**src/rtl/wb_exc_commit_pkg.sv**
```systemverilog
// Shared WB/CP0 definitions: bus width, exception codes, CP0 register numbers
// and the WB-stage instruction record.
package wb_exc_commit_pkg;

   localparam int WB_TO_CP0_REGISTER_BUS_WD = 110;

   localparam logic [4:0] EX_INT  = 5'd0;
   localparam logic [4:0] EX_ADEL = 5'd4;
   localparam logic [4:0] EX_ADES = 5'd5;
   localparam logic [4:0] EX_SYS  = 5'd8;
   localparam logic [4:0] EX_BP   = 5'd9;
   localparam logic [4:0] EX_RI   = 5'd10;
   localparam logic [4:0] EX_OV   = 5'd12;

   localparam logic [4:0] CR_BADVADDR = 5'd8;
   localparam logic [4:0] CR_COUNT    = 5'd9;
   localparam logic [4:0] CR_COMPARE  = 5'd11;
   localparam logic [4:0] CR_STATUS   = 5'd12;
   localparam logic [4:0] CR_CAUSE    = 5'd13;
   localparam logic [4:0] CR_EPC      = 5'd14;

   typedef enum logic {
      ST_RUN,
      ST_DRAIN
   } state_e;

   // One instruction as held in the WB register; int_tag is the interrupt
   // folded in at acceptance time.
   typedef struct packed {
      logic        int_tag;
      logic        ex;
      logic [4:0]  excode;
      logic [31:0] badvaddr;
      logic        bd;
      logic [31:0] pc;
      logic        mtc0;
      logic        eret;
      logic [4:0]  c0_addr;
      logic [31:0] rt_value;
   } ws_instr_t;

   function automatic logic is_addr_exc(input logic [4:0] code);
      return (code == EX_ADEL) || (code == EX_ADES);
   endfunction

endpackage

```
**src/rtl/wb_exc_commit_prio.sv**
```systemverilog
// Combinational commit resolver: interrupt > carried exception > ERET > MTC0,
// packed onto the WB-to-CP0 bus. Every field is zero when nothing commits.
module wb_exc_commit_prio
   import wb_exc_commit_pkg::*;
(
   input  logic                                 valid_i,
   input  ws_instr_t                            instr_i,
   output logic [WB_TO_CP0_REGISTER_BUS_WD-1:0] bus_o,
   output logic                                 ex_o,
   output logic                                 eret_o
);

   logic        ex;
   logic [4:0]  excode;
   logic [31:0] badvaddr;
   logic        bd;
   logic [31:0] pc;
   logic        mtc0_we;
   logic [4:0]  c0_waddr;
   logic [31:0] c0_wdata;
   logic        eret_flush;

   // NOTE: every output of this block gets a default first, so no path can
   // leave a signal unassigned and infer a latch.
   always_comb begin
      ex         = 1'b0;
      excode     = '0;
      badvaddr   = '0;
      bd         = 1'b0;
      pc         = '0;
      mtc0_we    = 1'b0;
      c0_waddr   = '0;
      c0_wdata   = '0;
      eret_flush = 1'b0;

      if (valid_i) begin
         ex = instr_i.int_tag | instr_i.ex;
         bd = instr_i.bd;
         pc = instr_i.pc;
         if (ex) begin
            excode = instr_i.int_tag ? EX_INT : instr_i.excode;
            if (is_addr_exc(excode)) begin
               badvaddr = instr_i.badvaddr;
            end
         end else if (instr_i.eret) begin
            eret_flush = 1'b1;
         end else if (instr_i.mtc0) begin
            mtc0_we  = 1'b1;
            c0_waddr = instr_i.c0_addr;
            c0_wdata = instr_i.rt_value;
         end
      end
   end

   assign bus_o  = {ex, excode, badvaddr, bd, pc, mtc0_we, c0_waddr, c0_wdata, eret_flush};
   assign ex_o   = ex;
   assign eret_o = eret_flush;

endmodule

```
**src/rtl/wb_exc_commit.sv**
```systemverilog
// Writeback commit controller: WB register with interrupt tagging, CP0 bus
// driver, flush/redirect generation and the post-flush drain FSM.
module wb_exc_commit
   import wb_exc_commit_pkg::*;
#(
   parameter logic [31:0] EX_ENTRY     = 32'hBFC0_0380,
   parameter int unsigned DRAIN_CYCLES = 3
) (
   input  logic                                 clk,
   input  logic                                 reset,
   input  logic                                 ms_to_ws_valid,
   output logic                                 ws_allowin,
   input  logic                                 ms_ex,
   input  logic [4:0]                           ms_excode,
   input  logic [31:0]                          ms_badvaddr,
   input  logic                                 ms_bd,
   input  logic [31:0]                          ms_pc,
   input  logic                                 ms_mtc0,
   input  logic                                 ms_eret,
   input  logic [4:0]                           ms_c0_addr,
   input  logic [31:0]                          ms_rt_value,
   input  logic                                 c0_status_ie,
   input  logic                                 c0_status_exl,
   input  logic [7:0]                           c0_status_im,
   input  logic [7:0]                           c0_cause_ip,
   input  logic [31:0]                          c0_epc,
   output logic [WB_TO_CP0_REGISTER_BUS_WD-1:0] wb_to_cp0_bus,
   output logic                                 flush,
   output logic [31:0]                          flush_pc
);

   localparam logic [3:0] DRAIN_LOAD = 4'(DRAIN_CYCLES - 1);

   state_e    state_q, state_d;
   logic [3:0] cnt_q, cnt_d;
   logic      ws_valid_q, ws_valid_d;
   ws_instr_t ws_q, ws_d;

   logic int_pending;
   logic accept;
   logic commit_valid;
   logic commit_ex;
   logic commit_eret;

   assign int_pending = c0_status_ie & ~c0_status_exl & (|(c0_status_im & c0_cause_ip));

   assign ws_allowin = ~reset & (state_q == ST_RUN);
   assign accept     = ms_to_ws_valid & ws_allowin;

   // Gating with reset keeps the bus quiet during the reset cycle itself.
   assign commit_valid = ws_valid_q & ~reset;

   wb_exc_commit_prio u_prio (
      .valid_i (commit_valid),
      .instr_i (ws_q),
      .bus_o   (wb_to_cp0_bus),
      .ex_o    (commit_ex),
      .eret_o  (commit_eret)
   );

   assign flush    = commit_ex | commit_eret;
   assign flush_pc = flush ? (commit_ex ? EX_ENTRY : c0_epc) : '0;

   always_comb begin
      state_d = state_q;
      cnt_d   = cnt_q;
      unique case (state_q)
         ST_RUN: begin
            if (flush) begin
               state_d = ST_DRAIN;
               cnt_d   = DRAIN_LOAD;
            end
         end
         ST_DRAIN: begin
            if (cnt_q == 4'd0) begin
               state_d = ST_RUN;
            end else begin
               cnt_d = cnt_q - 4'd1;
            end
         end
         default: state_d = ST_RUN;
      endcase
   end

   // The instruction accepted in the flush cycle belongs to the wrong path.
   assign ws_valid_d = accept & ~flush;

   always_comb begin
      ws_d = ws_q;
      if (accept) begin
         ws_d = '{int_tag:  int_pending,
                  ex:       ms_ex,
                  excode:   ms_excode,
                  badvaddr: ms_badvaddr,
                  bd:       ms_bd,
                  pc:       ms_pc,
                  mtc0:     ms_mtc0,
                  eret:     ms_eret,
                  c0_addr:  ms_c0_addr,
                  rt_value: ms_rt_value};
      end
   end

   // NOTE: sequential state uses non-blocking assignments so every register
   // samples the pre-edge values regardless of statement order.
   always_ff @(posedge clk) begin
      if (reset) begin
         state_q    <= ST_RUN;
         cnt_q      <= '0;
         ws_valid_q <= 1'b0;
      end else begin
         state_q    <= state_d;
         cnt_q      <= cnt_d;
         ws_valid_q <= ws_valid_d;
      end
   end

   // NOTE: the payload register is not reset; ws_valid_q qualifies it.
   always_ff @(posedge clk) begin
      ws_q <= ws_d;
   end

endmodule
```
**config.mk**
```make
export PLATFORM = sky130hd
export DESIGN_NAME = wb_exc_commit
export DESIGN_NICKNAME = d
export VERILOG_FILES = /design/src/rtl/wb_exc_commit_pkg.sv /design/src/rtl/wb_exc_commit_prio.sv /design/src/rtl/wb_exc_commit.sv
export SDC_FILE = /design/constraint.sdc
export NUM_CORES = 1
export LEC_CHECK = 0
export CAP_MARGIN = 20
export CORE_MARGIN = 1.5
export CORE_UTILIZATION = 25
export DETAILED_ROUTE_END_ITERATION = 10
export GPL_ROUTABILITY_DRIVEN = 0
export SLEW_MARGIN = 20
export SYNTH_ARGS = -nofsm -noshare
export SYNTH_HDL_FRONTEND = slang
export SYNTH_SLANG_ARGS = --single-unit
```
**constraint.sdc**
```tcl
create_clock -name clk -period 4.1 [get_ports clk]
set_input_delay 0.82 -clock clk [delete_from_list [all_inputs] [get_ports clk]]
set_output_delay 0.82 -clock clk [all_outputs]
set_load 0.1 [all_outputs]
```
**Word-level counts from Yosys, hierarchy flattened**

Index checks and enable logic that the tools add are counted.

- Register bits after elaboration: 117
- Latch bits: 0
- Bits in writable memories: 0
- Memory bits (read-only): 0
- Input bits: 163
- Logic and storage cells: 67
- Memories kept: 0

- Add/subtract/negate cells: 1
- Multipliers: 0
- Div/mod/pow operators: 0
- $lt $le $gt $ge: 0
- Equality and inequality tests: 4
- Shifts and indexed selects: 0
- Multiplexer cells: 32
- Bitwise gates (word level): 13
- Reduce and logical (&&, ||, !) cells: 4

Operators by type and width:

| cell | count |
|---|---|
| 32-bit 2-to-1 mux | 10 |
| 5-bit 2-to-1 mux | 7 |
| 1-bit 2-to-1 mux | 11 |
| 5-bit by 3-bit equality test with 1-bit output, second input constant | 2 |
| 8-bit bitwise AND | 1 |
| 4-bit 2-to-1 mux | 2 |
| 4-bit case mux with 2 select lines | 1 |
| 8-bit OR reduction | 1 |
| 1-bit bitwise AND | 6 |
| 4-bit logical NOT | 1 |
| 2-bit != test, second input constant | 2 |
| 1-bit NOT | 4 |
| 4-bit by 1-bit subtractor with 4-bit output, second input constant | 1 |
| 1-bit bitwise OR | 2 |
| 1-bit case mux with 2 select lines | 1 |
| 2-bit AND reduction | 1 |
| 1-bit logical OR | 1 |

**Logic depth before layout (Yosys ltp)**

Gate-level depths: netlist of run 1.

- Depth in word-level cells: 6
- Mapped depth: 5
- Depth with buffers taken out: 5

**By module**

A second synthesis of run 1 with hierarchy kept.

- Cells, all modules: 331
- Area, all modules: 5123.7 um^2

Modules (own cells, without submodules):

| module | instances | cells an instance | area an instance (um^2) |
|---|---|---|---|
| wb_exc_commit | 1 | 189 | 3926.3 |
| wb_exc_commit_prio | 1 | 142 | 1197.4 |

**Least setup slack after synthesis of run 1**

OpenSTA, ideal clock, no wires.

- Path kind: input port to flip-flop
- Start point: input reset
- End point: register ws_q[0] in the netlist's numbering, enable pin
- Library setup time: 0.482 ns
- Data arrival time: 4.834 ns
- Slack: -1.216 ns
- Stages: 2
- Cells stage by stage: nor2_1 -> and2_1

- Cells in the longest elaborated chain, start to end: 3

Ends and longest elaborated chain:

| item | line | text |
|---|---|---|
| start, declared | wb_exc_commit.sv:10 | `input logic reset,` |
| 1-bit NOT | wb_exc_commit.sv:47 | `assign ws_allowin = ~reset & (state_q == ST_RUN);` |
| 1-bit bitwise AND | wb_exc_commit.sv:47 |  |
| 1-bit bitwise AND | wb_exc_commit.sv:48 | `assign accept = ms_to_ws_valid & ws_allowin;` |
| net accept | wb_exc_commit.sv:40 | `logic accept;` |
| end signal, assigned | wb_exc_commit.sv:120 | `ws_q <= ws_d;` |
| end, declared | wb_exc_commit.sv:37 | `ws_instr_t ws_q, ws_d;` |

The timed path passes the listed nets, and every way through them passes these cells.
A chain may end at the register's enable or synchronous reset.

**Worst setup path in the final report of run 1**

- Start point: input reset
- End point: output wb_to_cp0_bus[73]

- Cells in the longest elaborated chain, start to end: 3

Ends and longest elaborated chain:

| item | line | text |
|---|---|---|
| 1-bit NOT | wb_exc_commit.sv:51 | `assign commit_valid = ws_valid_q & ~reset;` |
| 1-bit bitwise AND | wb_exc_commit.sv:51 |  |
| 32-bit 2-to-1 mux | wb_exc_commit_prio.sv:36 | `if (valid_i) begin` |
| end, declared | wb_exc_commit.sv:27 | `output logic [WB_TO_CP0_REGISTER_BUS_WD-1:0] wb_to_cp0_bus,` |

No other way between the ends.

==> results of run 1 <==
==> worst max-delay path by stage <==
stage / depth (start not counted) / slack, ns / endpoint
3_3_place_gp: 6 / 0.45 / wb_to_cp0_bus[78]
4_1_cts: 6 / 0.37 / wb_to_cp0_bus[73]
3_5_place_dp: 6 / 0.36 / wb_to_cp0_bus[73]
5_1_grt: 6 / 0.29 / wb_to_cp0_bus[87]
2_1_floorplan: 4 / 0.15 / flush_pc[22]
6_report: 6 / 0.38 / wb_to_cp0_bus[73]
==> power groups by stage <==
stage / logic, W / registers [W] / clock network (W)
3_5_place_dp: 0.000418 / 0.00141 / 0
5_1_grt: 0.000436 / 0.00139 / 0.00163
6_report: 0.000415 / 0.00139 / 0.00153
2_1_floorplan: 0.000188 / 0.00141 / 0
3_3_place_gp: 0.000413 / 0.00141 / 0
4_1_cts: 0.000420 / 0.00139 / 0.00157
==> per-layer routing <==
metal	track usage	part of all wire	vias to the layer above	wire [µm]
met4	0.0685	0.024	0	353
met5	0	0	-	0
met2	0.267	0.55	167	7990
met3	0.0466	0.076	19	1120
li1	-	-	1768	-
met1	0.155	0.35	1720	5190
==> through the flow <==
stage	utilization	hold slack (ns)	setup slack, ns	power [W]
2_1_floorplan	-	0.481	0.153	0.00160
3_3_place_gp	0.488	0.517	0.450	0.00182
4_1_cts	0.520	0.536	0.373	0.00338
3_5_place_dp	0.488	0.529	0.365	0.00183
6_report	0.520	0.531	0.375	0.00334
5_1_grt	0.520	0.576	0.288	0.00346
==> registers in the layout, indices dropped and copies added (netlist names) <==
register	flops
cnt_q	4
state_q	1
ws_q	111
ws_valid_q	1
==> cell usage after synthesis, types with 3 or more instances <==
| cell type | instances | area share |
|---|---|---|
| o21ai_0 | 3 | 0.0031 |
| clkbuf_1 | 10 | 0.0079 |
| o21a_1 | 12 | 0.019 |
| nor2_1 | 6 | 0.0047 |
| inv_1 | 4 | 0.0031 |
| and2_1 | 128 | 0.17 |
| nand2b_1 | 3 | 0.0039 |
| clkbuf_2 | 3 | 0.0031 |
| edfxtp_1 | 111 | 0.70 |
| a31oi_1 | 3 | 0.0039 |
| dfxtp_1 | 6 | 0.025 |
| nor2b_1 | 4 | 0.0052 |
| buf_4 | 4 | 0.0063 |
==> cell families after synthesis <==
family | synth area share
simple gates | 0.213
flops | 0.722
buf+inv | 0.0225
fa+ha+maj | 0.00262
compound gates | 0.0395
==> worst max-delay path, stage by stage <==
cell and delay [ns]:
clkdlybuf4s50_1 0.59, or3b_4 0.50, nor4_4 0.29, buf_4 0.29, and2_1 0.22, buf_12 0.19
==> cell type report <==
type | instances | area [µm²] | share of cell area
sequential | 117 | 3450 | 0.355
clock buffer | 18 | 429 | 0.0441
multi-input combinational | 187 | 1230 | 0.126
tap | 234 | 293 | 0.0301
inverter | 4 | 15.0 | 0.00154
timing repair buffer | 313 | 4130 | 0.424
clock inverter | 14 | 185 | 0.0190
==> summary.md, run 1 <==
| Metric | Value |
|---|---|
| Dominant synthesized flop cell | `edfxtp_1` |
| Final Cycle Share | `0.909` |
| Fmax achieved | `0.268 GHz` |
| Row count | `50` |
| Starting Density | `0.256` |
| Initial antenna violation count | `0` |
| Internal power | `0.00258 W` |
| Min Tclk post-route | `3.72 ns` |
| Port bufs | `306` |
| Drt total wl | `14.7 mm` |
| Worst endpoint data arrival time | `2.90 ns` |
| Relative slew slack | `0.653` |
| FF-to-FF path depth | `3` |
| Setup violators final | `0` |
| Slew Limit Fails | `0` |
| Via density | `4.14` |
| Global-route wire length before repair | `21.8 mm` |
| Die ar. | `20000 µm²` |
| CTS H-tree depth | `4` |
| Critical path type | `primary input to output port` |
| VDD IR max | `253 µV` |
| WL/cell | `16.5 µm` |
| Share of cells above drive strength 1 | `0.292` |
| Leakage power total | `3.67 nW` |
| TritonCTS Buffers | `17` |
| Final std cells w/o fill | `887` |
| N_diodes | `0` |
| Worst Setup Start Kind | `primary input` |
| Pre-antenna DRT Iters | `4` |
| Synth Register Bits | `117` |
| CTS sink cnt | `117` |
| Commonest non-fill, non-tap cell in the layout | `clkdlybuf4s50_1` |
| Synth Instances | `327` |
| Worst-path clk slew | `0.05 ns` |
| Post-synth EDFFs | `111` |
| Chip height | `141 µm` |
| Reg2Reg Setup Slack | `2.18 ns` |
| Syn. warnings | `0` |
| Worst Hold End | `cnt_q[0]$_SDFFE_PP0P_` |
| HPWL Detailed | `11.6 mm` |
| TritonCTS clock tree | `yes` |
| Seq/Total Area, Yosys | `0.722` |
| Fin Clk Skew | `0.00474 ns` |
| Element type at the critical path end | `output port` |
| Endpoints failing hold | `0` |
| CTS Hold Bufs | `0` |
| Vias in the first global route | `3860` |
| Highest-count cells in the layout ignoring fill and taps | `clkdlybuf4s50_1, and2_1, edfxtp_1` |
| Filler Cells Inserted | `1556` |
| Final Net Count | `804` |
| Worst-path fanout max | `32` |
| Clk_lat worst skew | `0.40 ns` |
| Net Sw Frac | `0.225` |
| Worst setup startpoint | `reset` |
| Syn-to-layout area delta | `104%` |
| Post-route DRC | `0` |
| Critical R2R Launch | `state_q$_SDFF_PP0_` |
| Gr usage total | `0.147` |
| Congestion Overflow GR | `0` |
| Asr flop ratio synth | `0` |
| RSZ-0062 raised after global routing | `no` |
| DP Area | `9120 µm²` |
| Die Wd | `141 µm` |
| Netlist Area Pre-Place | `4780 µm²` |
| Maximum number of pins on one net before global-route repair | `47` |
| Postcts setup bufs | `0` |
| CTS root buf | `clkbuf_16` |
| Setup_tns | `0 ns` |
| Fin area | `9730 µm²` |
| WP data required | `3.28 ns` |
| Net Count, Synth | `491` |
| Cells after DPL | `855` |
| Via count | `3674` |
| Clock buffer depth | `2` |
| Max_cap viols | `0` |
| R2r endpoint | `ws_q[5]$_DFFE_PP_` |
| HP Start | `cnt_q[0]$_SDFFE_PP0P_` |
| PwrDens | `343 nW/µm²` |
| Worst-margin pin slew | `0.521 ns` |
| Post-DRT Antenna Nets | `0` |
| Hold Path Stages | `2` |
| Combinational Power Share | `0.125` |
| Resize count post-CTS | `0` |
| Path category of the worst min-delay check | `flip-flop to flip-flop` |
| Register share of total power | `0.417` |
| Placeable Area | `18700 µm²` |
| IO Count | `307` |
| Sw power | `0.000750 W` |
| Cell variety after synth | `33` |
| Detailed Route Iter0 Violations | `82` |
| Status | `completed` |
| Clock power share | `0.459` |
| Avg Cell Area, Syn | `14.6 µm²` |
Power figures use the tool's default switching activity.
==> run 2, diff against run 1 <==
--- a/config.mk
+++ b/config.mk
@@ -5,11 +5,13 @@
 export SDC_FILE = /design/constraint.sdc
 export NUM_CORES = 1
 export LEC_CHECK = 0
+export ABC_CLOCK_PERIOD_IN_PS = 4100
 export CAP_MARGIN = 20
 export CORE_MARGIN = 1.5
 export CORE_UTILIZATION = 25
 export DETAILED_ROUTE_END_ITERATION = 10
 export GPL_ROUTABILITY_DRIVEN = 0
+export SETUP_SLACK_MARGIN = 0.15
 export SLEW_MARGIN = 20
 export SYNTH_ARGS = -nofsm -noshare
 export SYNTH_HDL_FRONTEND = slang
==> results of run 2 <==
Final layout, timing and power as in run 1 (identical DEF).
